==> config.mk <==
export PLATFORM = sky130hd
export DESIGN_NAME = imem_loader
export DESIGN_NICKNAME = d
export VERILOG_FILES = /design/src/rtl/imem_loader_pkg.sv /design/src/rtl/imem_word_assembler.sv /design/src/rtl/imem_loader.sv
export SDC_FILE = /design/constraint.sdc
export NUM_CORES = 1
export LEC_CHECK = 0
export CORE_MARGIN = 2
export CORE_UTILIZATION = 55
export DETAILED_ROUTE_END_ITERATION = 6
export PLACE_DENSITY = 0.79
export SYNTH_ARGS = -nofsm -noshare
export SYNTH_HDL_FRONTEND = slang
export SYNTH_SLANG_ARGS = --single-unit
export TNS_END_PERCENT = 5
==> constraint.sdc <==
create_clock -name clk_i -period 5.3 [get_ports clk_i]
set_input_delay 0.795 -clock clk_i [delete_from_list [all_inputs] [get_ports clk_i]]
set_output_delay 0.795 -clock clk_i [all_outputs]
set_load 0.005 [all_outputs]
==> src/rtl/imem_loader_pkg.sv <==
// -----------------------------------------------------------------------------
// imem_loader_pkg
//   Shared types and constants for the boot-time instruction-memory loader.
//   - state_t      : loader FSM states
//   - BytesPerWord : bytes assembled into one instruction word
//   - HeaderBytes  : length-field bytes at the head of a frame
//   - is_rx_state  : true for states that accept bytes and run the idle timer
// -----------------------------------------------------------------------------
package imem_loader_pkg;

  localparam int BytesPerWord = 4;
  localparam int HeaderBytes  = 2;
  localparam int ByteCntW     = $clog2(BytesPerWord);

  typedef enum logic [2:0] {
    IDLE,
    LEN_LO,
    LEN_HI,
    DATA,
    WRITE,
    CHECK,
    DONE,
    ERR
  } state_t;

  // States in which the loader is waiting on the byte source. These are
  // exactly the states with rx_ready high and with the idle timer running.
  function automatic logic is_rx_state(input state_t s);
    return (s == LEN_LO) || (s == LEN_HI) || (s == DATA) || (s == CHECK);
  endfunction

endpackage : imem_loader_pkg

==> src/rtl/imem_word_assembler.sv <==
// -----------------------------------------------------------------------------
// imem_word_assembler
//   Collects bytes into a little-endian instruction word: the first byte of a
//   word lands in bits [7:0], the last in the top byte lane.
//
//   Ports
//     clk_i         clock
//     rst_ni        asynchronous active-low reset
//     clear_i       restart at byte lane 0 (frame start / data phase start)
//     byte_valid_i  a data byte is being accepted this cycle
//     byte_i        the byte being accepted
//     word_o        word under assembly; complete the cycle after word_done_o
//     word_done_o   this cycle's byte completes the word (combinational)
// -----------------------------------------------------------------------------
module imem_word_assembler
  import imem_loader_pkg::*;
(
  input  logic                        clk_i,
  input  logic                        rst_ni,
  input  logic                        clear_i,
  input  logic                        byte_valid_i,
  input  logic [7:0]                  byte_i,
  output logic [8*BytesPerWord-1:0]   word_o,
  output logic                        word_done_o
);

  logic [ByteCntW-1:0]       r_byte_cnt;
  logic [8*BytesPerWord-1:0] r_word;

  // NOTE: sequential state uses non-blocking assignments so every register
  // samples pre-edge values, independent of statement order.
  always_ff @(posedge clk_i or negedge rst_ni) begin
    if (!rst_ni) begin
      r_byte_cnt <= '0;
      r_word     <= '0;
    end else if (clear_i) begin
      r_byte_cnt <= '0;
    end else if (byte_valid_i) begin
      // Every lane is overwritten before a word is used, so the word
      // register itself never needs clearing between words.
      r_word[8*r_byte_cnt +: 8] <= byte_i;
      // Lane counter wraps naturally back to 0 after the last lane.
      r_byte_cnt <= r_byte_cnt + ByteCntW'(1);
    end
  end

  assign word_o      = r_word;
  assign word_done_o = byte_valid_i && (r_byte_cnt == ByteCntW'(BytesPerWord - 1));

endmodule : imem_word_assembler

==> src/rtl/imem_loader.sv <==
// -----------------------------------------------------------------------------
// imem_loader
//   Boot-time instruction-memory loader. Receives a framed byte stream
//     LEN_LO, LEN_HI, 4*N data bytes (little-endian words), checksum
//   over a valid/ready handshake, writes the words to consecutive word
//   addresses starting at 0, and holds the core in reset until a frame with
//   a matching checksum (sum mod 256 of the data bytes) has loaded.
//
//   Ports
//     clk_i           clock
//     rst_ni          asynchronous active-low reset
//     start_i         single-cycle pulse, begins a frame (ignored while busy)
//     rx_data_i       incoming byte
//     rx_valid_i      byte valid
//     rx_ready_o      loader accepts a byte (registered, state only)
//     imem_ld_o       instruction-memory write strobe, one cycle per word
//     imem_ld_addr_o  word address of the write
//     imem_ld_data_o  instruction word of the write
//     cpu_rst_o       active-high core reset, low only after a good load
//     busy_o          frame in progress
//     done_o          last frame loaded OK (sticky until next start)
//     err_o           last frame failed (sticky until next start)
// -----------------------------------------------------------------------------
module imem_loader
  import imem_loader_pkg::*;
#(
  parameter int AddressWidth  = 10,
  parameter int DataWidth     = 32,
  parameter int TimeoutCycles = 1000000
) (
  input  logic                    clk_i,
  input  logic                    rst_ni,
  input  logic                    start_i,
  input  logic [7:0]              rx_data_i,
  input  logic                    rx_valid_i,
  output logic                    rx_ready_o,
  output logic                    imem_ld_o,
  output logic [AddressWidth-1:0] imem_ld_addr_o,
  output logic [DataWidth-1:0]    imem_ld_data_o,
  output logic                    cpu_rst_o,
  output logic                    busy_o,
  output logic                    done_o,
  output logic                    err_o
);

  localparam int TimeoutW = $clog2(TimeoutCycles + 1);
  // Remaining-word counter must hold 2**AddressWidth itself.
  localparam int RemW     = AddressWidth + 1;
  localparam logic [16:0] MaxWords = 17'(1) << AddressWidth;

  // ---------------------------------------------------------------------------
  // State and datapath registers
  // ---------------------------------------------------------------------------
  state_t                  r_state;
  state_t                  w_next_state;

  logic [7:0]              r_len_lo;
  logic [RemW-1:0]         r_remaining;
  logic [AddressWidth-1:0] r_word_addr;
  logic [7:0]              r_csum;
  logic [TimeoutW-1:0]     r_timeout;

  logic                    r_rx_ready;
  logic                    r_imem_ld;
  logic                    r_cpu_rst;
  logic                    r_busy;
  logic                    r_done;
  logic                    r_err;

  logic                    w_xfer;
  logic                    w_start;
  logic                    w_timeout;
  logic [15:0]             w_len;
  logic                    w_asm_clear;
  logic                    w_asm_valid;
  logic                    w_word_done;
  logic [8*BytesPerWord-1:0] w_word;

  // A byte moves only when the registered ready is high; ready never looks
  // at rx_valid_i, so there is no combinational path back to the source.
  assign w_xfer = rx_valid_i & r_rx_ready;

  // start_i only acts while no frame is in progress.
  assign w_start = start_i && ((r_state == IDLE) || (r_state == DONE) || (r_state == ERR));

  // Full 16-bit length as seen in LEN_HI, with the high byte still on the bus.
  assign w_len = {rx_data_i, r_len_lo};

  // Fires on the TimeoutCycles-th consecutive cycle without a transfer.
  assign w_timeout = is_rx_state(r_state) && !w_xfer &&
                     (r_timeout == TimeoutW'(TimeoutCycles - 1));

  // ---------------------------------------------------------------------------
  // Word assembly
  // ---------------------------------------------------------------------------
  assign w_asm_clear = w_start || ((r_state == LEN_HI) && w_xfer);
  assign w_asm_valid = (r_state == DATA) && w_xfer;

  imem_word_assembler u_word_asm (
    .clk_i        (clk_i),
    .rst_ni       (rst_ni),
    .clear_i      (w_asm_clear),
    .byte_valid_i (w_asm_valid),
    .byte_i       (rx_data_i),
    .word_o       (w_word),
    .word_done_o  (w_word_done)
  );

  // ---------------------------------------------------------------------------
  // Next-state logic
  // ---------------------------------------------------------------------------
  // NOTE: the default assignment at the top of a combinational block keeps
  // every path assigned, so no latch is inferred.
  always_comb begin
    w_next_state = r_state;
    case (r_state)
      IDLE, DONE, ERR: begin
        if (start_i) w_next_state = LEN_LO;
      end
      LEN_LO: begin
        if (w_timeout)   w_next_state = ERR;
        else if (w_xfer) w_next_state = LEN_HI;
      end
      LEN_HI: begin
        if (w_timeout) begin
          w_next_state = ERR;
        end else if (w_xfer) begin
          if (w_len == 16'd0)                  w_next_state = CHECK;
          else if ({1'b0, w_len} > MaxWords)   w_next_state = ERR;
          else                                 w_next_state = DATA;
        end
      end
      DATA: begin
        if (w_timeout)        w_next_state = ERR;
        else if (w_word_done) w_next_state = WRITE;
      end
      WRITE: begin
        if (r_remaining == RemW'(1)) w_next_state = CHECK;
        else                         w_next_state = DATA;
      end
      CHECK: begin
        if (w_timeout) begin
          w_next_state = ERR;
        end else if (w_xfer) begin
          if (rx_data_i == r_csum) w_next_state = DONE;
          else                     w_next_state = ERR;
        end
      end
      default: w_next_state = IDLE;
    endcase
  end

  // ---------------------------------------------------------------------------
  // State register and registered outputs. Outputs are decoded from the next
  // state so they line up with the state they describe.
  // ---------------------------------------------------------------------------
  always_ff @(posedge clk_i or negedge rst_ni) begin
    if (!rst_ni) begin
      r_state    <= IDLE;
      r_rx_ready <= 1'b0;
      r_imem_ld  <= 1'b0;
      r_busy     <= 1'b0;
      r_done     <= 1'b0;
      r_err      <= 1'b0;
      r_cpu_rst  <= 1'b1;
    end else begin
      r_state    <= w_next_state;
      r_rx_ready <= is_rx_state(w_next_state);
      r_imem_ld  <= (w_next_state == WRITE);
      r_busy     <= is_rx_state(w_next_state) || (w_next_state == WRITE);
      r_done     <= (w_next_state == DONE);
      r_err      <= (w_next_state == ERR);
      // The core only runs after a clean load; any new start re-holds it.
      r_cpu_rst  <= (w_next_state != DONE);
    end
  end

  // ---------------------------------------------------------------------------
  // Length, address, checksum and idle-timeout datapath
  // ---------------------------------------------------------------------------
  always_ff @(posedge clk_i or negedge rst_ni) begin
    if (!rst_ni) begin
      r_len_lo    <= '0;
      r_remaining <= '0;
      r_word_addr <= '0;
      r_csum      <= '0;
      r_timeout   <= '0;
    end else begin
      if (w_start) begin
        r_csum <= '0;
      end else if ((r_state == DATA) && w_xfer) begin
        r_csum <= r_csum + rx_data_i;
      end

      if ((r_state == LEN_LO) && w_xfer) begin
        r_len_lo <= rx_data_i;
      end

      if ((r_state == LEN_HI) && w_xfer) begin
        // Only meaningful when the length is in range; otherwise the FSM
        // leaves for CHECK or ERR and these values are never used.
        r_remaining <= w_len[RemW-1:0];
        r_word_addr <= '0;
      end else if (r_state == WRITE) begin
        // A full-size frame wraps the address back to 0 after its last word.
        r_remaining <= r_remaining - RemW'(1);
        r_word_addr <= r_word_addr + AddressWidth'(1);
      end

      // The timer only counts while waiting on the byte source; any transfer
      // or any other state restarts it.
      if (!is_rx_state(r_state) || w_xfer) begin
        r_timeout <= '0;
      end else begin
        r_timeout <= r_timeout + TimeoutW'(1);
      end
    end
  end

  assign rx_ready_o     = r_rx_ready;
  assign imem_ld_o      = r_imem_ld;
  assign imem_ld_addr_o = r_word_addr;
  assign imem_ld_data_o = w_word;
  assign cpu_rst_o      = r_cpu_rst;
  assign busy_o         = r_busy;
  assign done_o         = r_done;
  assign err_o          = r_err;

endmodule : imem_loader
# Word-level counts from Yosys, hierarchy flattened

Index checks and enable logic that the tools add are counted.

Flip-flop bits (word level): 100
Bits of input ports: 12
Output and inout bits: 48
Word-level logic and storage cells: 95

Add/subtract/negate cells: 6
Magnitude comparators: 1
Eq/ne operators: 19
Shifts and indexed selects: 2
Mux-type cells: 24
Bitwise gates (word level): 2
Reduce and logical (&&, ||, !) cells: 27

Operator list:

| cell                      | count |
|---|---|
| $mux W3                   | 12 |
| $neg A5 Y34               | 1 |
| $shift A8 B34 Y32 const A | 1 |
| $shiftx A8 B34 Y32        | 1 |
| $bwmux W32                | 1 |
| $eq A3 B3 Y1 const B      | 8 |
| $mux W11                  | 2 |
| $add A20 B1 Y20 const B   | 1 |
| $eq A20 B20 Y1 const B    | 1 |
| $mux W10                  | 2 |
| $mux W20                  | 1 |
| $pmux W3 S6               | 1 |
| $gt A16 B11 Y1 const B    | 1 |
| $logic_not A16 Y1         | 1 |
| $mux W8                   | 2 |
| $eq A3 B2 Y1 const B      | 4 |
| $eq A11 B1 Y1 const B     | 1 |
| $logic_or A1 B1 Y1        | 11 |
| $sub A11 B1 Y11 const B   | 1 |
| $add A10 B1 Y10 const B   | 1 |
| $add A8 B8 Y8             | 1 |
| $eq A8 B8 Y1              | 1 |
| $logic_and A1 B1 Y1       | 7 |
| $eq A3 B1 Y1 const B      | 2 |
| other kinds (12)          | 16 |

# Longest topological paths before layout

Gate-level depths: netlist of run 1.

Depth after elaboration: 13
Depth in mapped cells: 8

# Hierarchy

Synthesis of run 1 repeated with hierarchy kept, for this count alone.

Cells, all modules: 523
Area total of the unflattened synthesis: 5242.5 um^2

By module, submodules not included:

| module              | times used | cells each | area an instance (um^2) | sequential area each (um^2) |
|---|---|---|---|---|
| imem_loader         | 1          | 362        | 3482.1                  | 1652.8 |
| imem_word_assembler | 1          | 161        | 1760.4                  | 850.8 |

# Worst setup path before layout of run 1

Ideal clock, no wire load.

Path type: reg-to-reg
From: register r_remaining[3]
To: register r_busy (netlist: busy_o)
Data arrival time: 2.200 ns
Slack: 2.962 ns
Stages on the path, launching flop included: 8
Buffers on the path: 1
Period minus slack after synthesis: 2.338 ns
Path through: dfrtp_1 -> or4_1 -> buf_2 -> or4_4 -> o41a_1 -> o211a_2 -> nor2b_4 -> o21ai_1

Cells in the longest elaborated chain, start to end: 8
Elaborated cells on any way between the ends: 12
Classes of those cells: 6 x eq/ne; 2 x mux; 4 x reduce/logical

RTL lines:

| item                                         | line                  | text |
|---|---|---|
| start, declared                              | imem_loader.sv:58     | `logic [RemW-1:0] r_remaining;` |
| start signal, assigned                       | imem_loader.sv:202    | `r_remaining <= w_len[RemW-1:0];` |
| start signal, assigned                       | imem_loader.sv:206    | `r_remaining <= r_remaining - RemW'(1);` |
| $eq A11 B1 Y1 *                              | imem_loader.sv:138    | `if (r_remaining == RemW'(1)) w_next_state = CHECK;` |
| $mux W3 *                                    | imem_loader.sv:138    |  |
| $pmux W3 S6 *                                | imem_loader.sv:116    | `case (r_state)` |
| $eq A3 B1 Y1 or $eq A3 B2 Y1 (tied branches) | imem_loader_pkg.sv:29 | `return (s == LEN_LO) \|\| (s == LEN_HI) \|\| (s == DATA) \|\| (s == CHECK);` |
| $logic_or A1 B1 Y1 (3 in series)             | imem_loader_pkg.sv:29 |  |
| $logic_or A1 B1 Y1 *                         | imem_loader.sv:170    | `r_busy <= is_rx_state(w_next_state) \|\| (w_next_state == WRITE);` |
| end signal, assigned                         | imem_loader.sv:170    |  |
| end, declared                                | imem_loader.sv:66     | `logic r_busy;` |

Mark *: on every way between the ends. The rest lies on a longest branch, timed or not.
A chain may end at the register's enable or synchronous reset.

# Worst setup path after layout of run 1

From: input rx_data_i[0]
To: register r_csum[6]

Cells in the longest elaborated chain, start to end: 3

RTL lines:

| item                 | line               | text |
|---|---|---|
| start, declared      | imem_loader.sv:34  | `input logic [7:0] rx_data_i,` |
| $add A8 B8 Y8        | imem_loader.sv:192 | `r_csum <= r_csum + rx_data_i;` |
| $mux W8              | imem_loader.sv:191 | `end else if ((r_state == DATA) && w_xfer) begin` |
| $mux W8              | imem_loader.sv:189 | `if (w_start) begin` |
| end signal, assigned | imem_loader.sv:192 |  |
| end, declared        | imem_loader.sv:60  | `logic [7:0] r_csum;` |

No other way between the ends. The select of a mux whose other input is x is not followed.

==> flow_summary.toml, run 1 <==
[sta]
slew_headroom_pct = 28.8
clock_skew_ns = 0.0116
worstMarginPinSlew_ns = 1.06
max_freq_ghz = 0.351
rsz0062_at_grt = "no"
min_period_over_period_pct = 53.7
setup_slack_ns = 2.45
slew_violations = 0
hold-worst-slack_ns = 0.380
hold_viol_final = 0
min_period_ns = 2.85
setup-violations-final = 0
tns_ns = 0

[drt]
dr_wl_met3_um = 524
drtIter0Drc = 273
dr.pass1.iters = 5
drcViolationCount = 0
met1_length_um = 4810
wirelength_um = 10700
wl_per_cell_um = 15.8
wl_met2_um = 5210
routed.top_layer = "met4"
route.vias.total = 3858
via_per_inst = 5.69
ant_nets = 0

[power]
ir_drop_v = 0.000215
combPwrFrac_pct = 35.1
internal-power_mw = 1.70
p_seq_share_pct = 43.9
powerDensity_nw_per_um2 = 454
p_leak_nw = 2.48
power.switching_mw = 0.934
swShare_pct = 35.5
clockPowerShare_pct = 20.9

[critical_path]
crit_type = "primary input to register"
crit_family = "compound AO/OA/AOI/OAI gates"
worstPathCellList = "clkdlybuf4s50_1 -> ha_1 -> fa_1 -> a21o_1 -> a21oi_1 -> o21bai_1 -> a21oi_1 -> xor2_1 -> o21ai_0"
crit_slowest_cell = "clkdlybuf4s50_1"
worstPathRequired_ns = 5.54
cp_data_arrival_time_ns = 3.09
crit_cells = 9
crit_top_cell = "a21oi_1"
cp_max_fo = 8
r2r_slack_ns = 2.82
cp_slowest_stage_delay_ns = 0.60
reg2reg_depth = 6
reg2reg_to = "busy_o"
endpoint_kind = "register"
path_buf_inv = 1
reg2reg_from = "r_remaining[3]"
start_kind = "primary input"

[clock_tree]
cts_hold_repair.buffers = 0
clk_pin_slew_ns = 0.10
clock_path_buffers = 2
cts_tree = "yes"
ctsResizeCount = 0
clock_sinks = 100
cts_made_buffers = 9
worstSkewPairLatency_ns = 0.37
cts-root-buf = "clkbuf_8"
htree_num_levels = 3
cts_setup_buffers = 0

[logic_synthesis]
synth_cell_type_count = 56
ys_dominant_reg_cell = "dfrtp_1"
synth_top_area_share_pct = 50.7
ys_ff_latch = 100
synth-simple-area-share_pct = 22.9
ys_warn_count = 0
syn-cell-area_um2 = 4890
synth-adder-area-share_pct = 4.51
syn_inst = 510
yosys-top-cells-area = "dfrtp_1, nand2_1, o21ai_0"
ys_top_cells_by_count = "nand2_1, dfrtp_1, o21ai_0"
synth_edf_count = 0
synth_top_family_by_area = "simple AND/OR/NAND/NOR gates"
synth_compound_area_share_pct = 11.9
async_flop_share_pct = 100
syn-num-nets = 539
synth.avg_cell_area_um2 = 9.58
synth_area_leader_cell = "dfrtp_1"
synth-seq-area-share_pct = 51.2
synth_xor_area_share_pct = 5.56
synth.area.mux_share_pct = 1.84
synth.most_common_cell = "nand2_1"

[grt]
antenna_found_initial = 0
grt_pass1_wl_um = 18400
grt_pass1_vias = 3730
grt.total_usage_pct = 23.6
gr-total-overflow = 0
grt_max_degree = 61

[run]
cap_viol_max_count = 0

[min_path]
hp-class = "primary input to async pin"

[finish]
drive_gt1_share_pct = 6.49
fin_nets = 594
diodes = 0
syn_to_final_growth_pct = 18.5
instances_no_fill = 678
final_cell_area_um2 = 5790

[place]
port_buffers = 59
dp_slack_ns = 2.13
finalWeightedCongestion = 0.896
dpl_cell_area_um2 = 5560
dpl.cell_count = 662
dpl.hpwl_um = 7520

[floorplan]
start_util_pct = 56.3
ios = 60
rows = 34
core_um2 = 8680
die_h_um = 98.3
die_x_um = 98.3
die_area_um2 = 9650

[run_status]
outcome = "finished clean"
cell usage in the layout (no fill, tap or decap), types with 2 or more instances in the layout:
| cell | instances |
|---|---|
| or4_1 | 2 |
| xor2_1 | 21 |
| a21oi_1 | 9 |
| and4_1 | 6 |
| buf_4 | 3 |
| a221o_1 | 4 |
| dfrtp_1 | 99 |
| nor4_1 | 7 |
| inv_1 | 9 |
| a22o_1 | 2 |
| and2_1 | 8 |
| and3_1 | 8 |
| o221ai_1 | 2 |
| clkdlybuf4s50_1 | 58 |
| o311ai_0 | 2 |
| a32o_1 | 2 |
| a211oi_1 | 2 |
| ha_1 | 16 |
| nor3_1 | 14 |
| bufinv_16 | 2 |
| nor2_1 | 42 |
| mux2_2 | 8 |
| clkbuf_8 | 10 |
| a31oi_1 | 3 |
| nand3_1 | 11 |
| nor3b_1 | 5 |
| xnor2_1 | 10 |
| nand2_1 | 108 |
| o211ai_1 | 2 |
| o21ai_0 | 52 |
| o21bai_1 | 2 |
| nand2b_1 | 6 |
| a21o_1 | 3 |
| inv_6 | 2 |
| nand4_1 | 4 |
sequential cells by signal, summed over array words and instances (netlist names), 2 cells and up:
signal,flops
imem_ld_addr_o,10
r_csum,8
r_len_lo,8
r_remaining,11
r_state,3
r_timeout,20
u_word_asm.r_byte_cnt,2
u_word_asm.word_o,32
per-layer routing:
layer	global-route usage [%]	up-vias
met3	5.44	12
li1	-	1889
met1	33.7	1870
met2	37.2	87
met5	0	-
met4	5.80	0
cell type report:
class / instances / area, µm²
fillers: 706 / 2890
flip-flops and latches: 100 / 2500
multi-input cells: 384 / 2280
repair buffers: 61 / 603
clock buffers: 10 / 138
well taps: 108 / 135
clock inverters: 6 / 93.8
inverters: 9 / 33.8
metrics by stage:
| step | util, % | power (mW) |
|---|---|---|
| global route | 66.7 | 2.83 |
| global placement | 64.0 | 2.05 |
| CTS | 66.7 | 2.64 |
| finish | 66.7 | 2.63 |
| detailed placement | 64.0 | 2.09 |
| floorplan | - | 1.72 |
cells by family after synthesis:
| group | count (synthesis) |
|---|---|
| xor+xnor | 31 |
| simple gates | 234 |
| buf+inv | 26 |
| flops | 100 |
| compound gates | 94 |
| fa+ha+maj | 17 |
| mux | 8 |
how the worst max path moves through the flow:
stage / start / to / slack (ns)
2_1_floorplan: r_remaining[3] / busy_o / 2.96
3_3_place_gp: rx_data_i[0] / r_csum[6] / 2.19
3_5_place_dp: rx_data_i[0] / r_csum[6] / 2.13
4_1_cts: rx_data_i[0] / r_csum[6] / 2.52
5_1_grt: rx_data_i[1] / r_csum[7] / 2.26
6_report: rx_data_i[0] / r_csum[6] / 2.45
worst reg2reg max path, cell delays in order, from the launching register on:
cell	delay, ns
dfrtp_1	0.44
or4_1	0.65
or4_4	0.50
o41a_1	0.38
o211a_2	0.14
nor2b_4	0.15
o21ai_1	0.08
power groups by stage:
stage,clock (mW),sequential (mW),combinational (mW)
2_1_floorplan,0,1.11,0.612
3_3_place_gp,0,1.15,0.897
3_5_place_dp,0,1.17,0.924
4_1_cts,0.562,1.15,0.929
5_1_grt,0.597,1.18,1.05
6_report,0.551,1.15,0.924
No activity file was read; power rests on OpenSTA's default activity.
==> run 2: changes to the inputs <==
==> constraint.sdc (replaced) <==
create_clock -name clk_i -period 2.9 [get_ports clk_i]
set_input_delay 0.435 -clock clk_i [delete_from_list [all_inputs] [get_ports clk_i]]
set_output_delay 0.435 -clock clk_i [all_outputs]
set_load 0.005 [all_outputs]
==> run 2 against run 1 <==
  * Wire length rose by 0.46%
  * Non-clock buffer count rose by 14
  * Flip-flop and latch count did not move
  * Core utilization rose by 0.89 points
  * Via count rose by 1.8%
  * Die area did not move
  * First-iteration DRC count fell by 22%
  * Clock-buffer cell count fell by 1
  * Global-route usage fell by 0.13 points
  * Final area rose by 1.3%
  * Clock skew rose by 0.0013 ns
==> flow_summary.toml, run 2 (synthesis results as in run 1) <==
[floorplan]
die_h_um = 98.3
die_area_um2 = 9650
die_x_um = 98.3
start_util_pct = 56.3
rows = 34
core_um2 = 8680
ios = 60

[drt]
drtIter0Drc = 213
ant_nets = 0
via_per_inst = 5.67
drcViolationCount = 0
route.vias.total = 3926
dr.pass1.iters = 4
wl_per_cell_um = 15.5
wirelength_um = 10700

[clock_tree]
cts_made_buffers = 9
cts_setup_buffers = 0
cts-root-buf = "clkbuf_8"
clock_sinks = 100
cts_hold_repair.buffers = 0
clock_path_buffers = 2
htree_num_levels = 3
ctsResizeCount = 0
cts_tree = "yes"
worstSkewPairLatency_ns = 0.37
clk_pin_slew_ns = 0.11

[sta]
min_period_over_period_pct = 86.4
slew_violations = 0
rsz0062_at_grt = "no"
max_freq_ghz = 0.399
slew_headroom_pct = 38.7
clock_skew_ns = 0.0129
setup-violations-final = 0
hold_viol_final = 0
tns_ns = 0
min_period_ns = 2.51
worstMarginPinSlew_ns = 0.918

[critical_path]
critPathCapture = "busy_o"
endpoint_kind = "register"
critPathLaunch = "r_remaining[3]"
reg2reg_from = "r_remaining[3]"
cp_data_arrival_time_ns = 2.73
crit_type = "register to register"
r2r_slack_ns = 0.39
reg2reg_depth = 6
reg2reg_to = "busy_o"
cp_max_fo = 7
start_kind = "register"
worstPathRequired_ns = 3.13

[finish]
final_cell_area_um2 = 5870
mostFrequentLayoutCell = "nand2_1"
instances_no_fill = 692
fin_nets = 608
nFillCells = 714
drive_gt1_share_pct = 8.73
syn_to_final_growth_pct = 20.1
diodes = 0
largest_reg_flops = 32
layout.cells.most_common_list = "nand2_1, dfrtp_1, clkdlybuf4s50_1"

[run_status]
outcome = "finished clean"

[power]
p_leak_nw = 2.54
powerDensity_nw_per_um2 = 799
ir_drop_v = 0.000389

[grt]
gr-total-overflow = 0
grt_pass1_wl_um = 18300
antenna_found_initial = 0
grt_pass1_vias = 3868
grt_max_degree = 52
grt.total_usage_pct = 23.5

[run]
cap_viol_max_count = 0

[place]
port_buffers = 59
dpl.hpwl_um = 7790
finalWeightedCongestion = 0.888
dpl.cell_count = 676
dpl_cell_area_um2 = 5680

[min_path]
hp-class = "primary input to async pin"
[run 2: cell types whose count changed in the layout (fill, tap and decap cells not counted)]
cell,delta
buf_12,+1
buf_4,+13
bufinv_16,-2
clkbuf_8,-1
clkinv_4,+1
inv_6,-1
inv_8,+3
[run 2: layer usage]
| layer | GRT usage (%) | share of wire [%] |
|---|---|---|
| met1 | 32.2 | 44 |
| met5 | 0 | 0 |
| met4 | 7.69 | 2.1 |
| met2 | 38.3 | 49 |
| met3 | 4.22 | 5.5 |
[run 2: worst min path at each step]
stage	from	slack, ns	end	cells past startpoint
after floorplan	rst_ni	0.14	busy_o	0
after global placement	r_timeout[0]	0.46	r_timeout[0]	1
after detailed placement	u_word_asm.word_o[12]	0.47	u_word_asm.word_o[12]	2
after CTS	rst_ni	0.1	u_word_asm.word_o[3]	1
after global routing	rst_ni	0.13	u_word_asm.word_o[4]	1
final	rst_ni	0.08	u_word_asm.word_o[3]	1
[run 2: critical path: stages (launching register included)]
cell	delay [ns]
dfrtp_1	0.44
or4_1	0.65
or4_4	0.49
o21bai_1	0.17
a21oi_1	0.09
nor4_1	0.41
o21ai_1	0.10
[run 2: where the power goes]
part | switching (mW) | internal, mW | leakage, nW
clock | 0.521 | 0.336 | 0.0958
combinational | 0.875 | 0.850 | 1.12
sequential | 0.351 | 1.76 | 1.32
total | 1.75 | 2.94 | 2.54
[run 2: final cells by class]
cell class                      instances  area, µm²  share of cell area (%)
Sequential cell                       100       2500                    42.7
Timing Repair Buffer                   75        721                    12.3
Tap cell                              108        135                    2.30
Multi-Input combinational cell        384       2280                    38.9
Clock buffer                            9        124                    2.11
Clock inverter                          7       67.6                    1.15
Inverter                                9       33.8                   0.576
[run 2: per-stage QoR]
step                      worst slack, ns  hold slack (ns)  power, mW  utilization [%]
final                               0.395           0.0826       4.69             67.6
after global routing                0.243            0.129       5.03             67.6
after CTS                           0.407           0.0979       4.72             67.6
after detailed placement            0.168            0.475       3.85             65.4
after global placement              0.302            0.460       3.77             65.4
after floorplan                     0.562            0.139       3.14                -
==> run 3: changes to the inputs <==
--- a/config.mk
+++ b/config.mk
@@ -7,6 +7,7 @@
 export LEC_CHECK = 0
 export CORE_MARGIN = 2
 export CORE_UTILIZATION = 55
+export CTS_BUF_LIST = sky130_fd_sc_hd__clkbuf_4
 export DETAILED_ROUTE_END_ITERATION = 6
 export PLACE_DENSITY = 0.79
 export SYNTH_ARGS = -nofsm -noshare
==> run 3 against run 2 <==
  * Clock-buffer cell count unchanged
  * Final cell count increased by 0.14%
  * Non-clock buffer count increased by 1
  * Core utilization decreased by 0.53 points
==> flow_summary.toml, run 3 (synthesis results as in run 1) <==
[clock_tree]
cts_setup_buffers = 0
cts-root-buf = "clkbuf_4"
worstSkewPairLatency_ns = 0.47
ctsResizeCount = 0
cts_tree = "yes"
clock_sinks = 100
htree_num_levels = 3
clock_path_buffers = 2
cts_made_buffers = 9
clk_pin_slew_ns = 0.16

[finish]
nFillCells = 728
final_cell_area_um2 = 5820
mostFrequentLayoutCell = "nand2_1"
postLayoutCoreUtil_pct = 67.1
fin_nets = 609
drive_gt1_share_pct = 8.72
largest_reg_flops = 32
diodes = 0
multiInputGateArea_um2 = 2280
instances_no_fill = 693
register_area_um2 = 2500
syn_to_final_growth_pct = 19.1
layout.cells.most_common_list = "nand2_1, dfrtp_1, clkdlybuf4s50_1"

[grt]
antenna_found_initial = 0
grt.total_usage_pct = 23.6
gr-total-overflow = 0
grt_pass1_vias = 3853
grt_pass1_wl_um = 18200
grt_max_degree = 52

[floorplan]
rows = 34
die_area_um2 = 9650
die_h_um = 98.3
die_x_um = 98.3
ios = 60
start_util_pct = 56.3
core_um2 = 8680

[sta]
worstMarginPinSlew_ns = 0.928
slew_headroom_pct = 38.0
setup_slack_ns = 0.387
hold-worst-slack_ns = 0.504
rsz0062_at_grt = "no"
tns_ns = 0
slew_violations = 0
min_period_ns = 2.51
clock_skew_ns = 0.0225
setup-violations-final = 0
max_freq_ghz = 0.398
min_period_over_period_pct = 86.6
hold_viol_final = 0

[drt]
drtIter0Drc = 226
ant_nets = 0
wirelength_um = 10700
route.vias.total = 3951
dr.pass1.iters = 5
drcViolationCount = 0
wl_per_cell_um = 15.5
via_per_inst = 5.70

[critical_path]
reg2reg_from = "r_remaining[3]"
crit_type = "register to register"
cp_data_arrival_time_ns = 2.85
critPathLaunch = "r_remaining[3]"
r2r_slack_ns = 0.39
endpoint_kind = "register"
worstPathRequired_ns = 3.23
cp_max_fo = 7
start_kind = "register"

[power]
p_leak_nw = 2.52
ir_drop_v = 0.000340
totalPowerFinal_mw = 4.53
powerDensity_nw_per_um2 = 779

[place]
dp_slack_ns = 0.168
finalWeightedCongestion = 0.888
dpl.cell_count = 676
port_buffers = 59
dpl_cell_area_um2 = 5680
dpl.hpwl_um = 7790

[min_path]
hp-class = "register to register"
hp-start = "r_timeout[0]"

[run_status]
outcome = "finished clean"

[run]
cap_viol_max_count = 0
## run 3: cell count changes in the layout (fill, tap and decap cells not counted)
cell | previous run | this run
clkbuf_4 | 0 | 9
dlygate4sd3_1 | 0 | 1
clkbuf_8 | 9 | 0
## run 3: critical path: stages (launching register included)
cell and delay [ns]:
dfrtp_1 0.46, or4_1 0.65, or4_4 0.50, o21bai_1 0.17, a21oi_1 0.09, nor4_1 0.41
o21ai_1 0.10
## run 3: routing by layer
metal  vias up  wire (µm)  track usage [%]
li1       1923          -                -
met1      1907       4550             31.8
met2       105       5340             38.5
met3        16        645             4.94
met4         0        199             8.01
met5         -          0                0
## run 3: what timing repair did
item	4_1_cts	5_1_grt
hold buffers	1	0
hold endpoints to repair	48	0
setup endpoints to repair	0	0
## run 3: layout make-up
cell class | count | area share [%]
inverter | 9 | 0.580
timing repair buffer | 76 | 12.6
tap | 108 | 2.32
clock buffer | 9 | 1.16
multi-input combinational | 384 | 39.2
clock inverter | 7 | 1.16
sequential | 100 | 43.0
## run 3: worst paths after layout
check / endpoint / depth (start not counted)
min in group asynchronous: u_word_asm.word_o[3] / 2
max reg2reg: busy_o / 6
max in group asynchronous: u_word_asm.word_o[16] / 3
min reg2reg: r_timeout[0] / 1
min: r_timeout[0] / 1
max: busy_o / 6
## run 3: power breakdown
part           switching, mW  internal, mW
Combinational          0.875         0.851
Clock                  0.505         0.200
Sequential             0.348          1.75
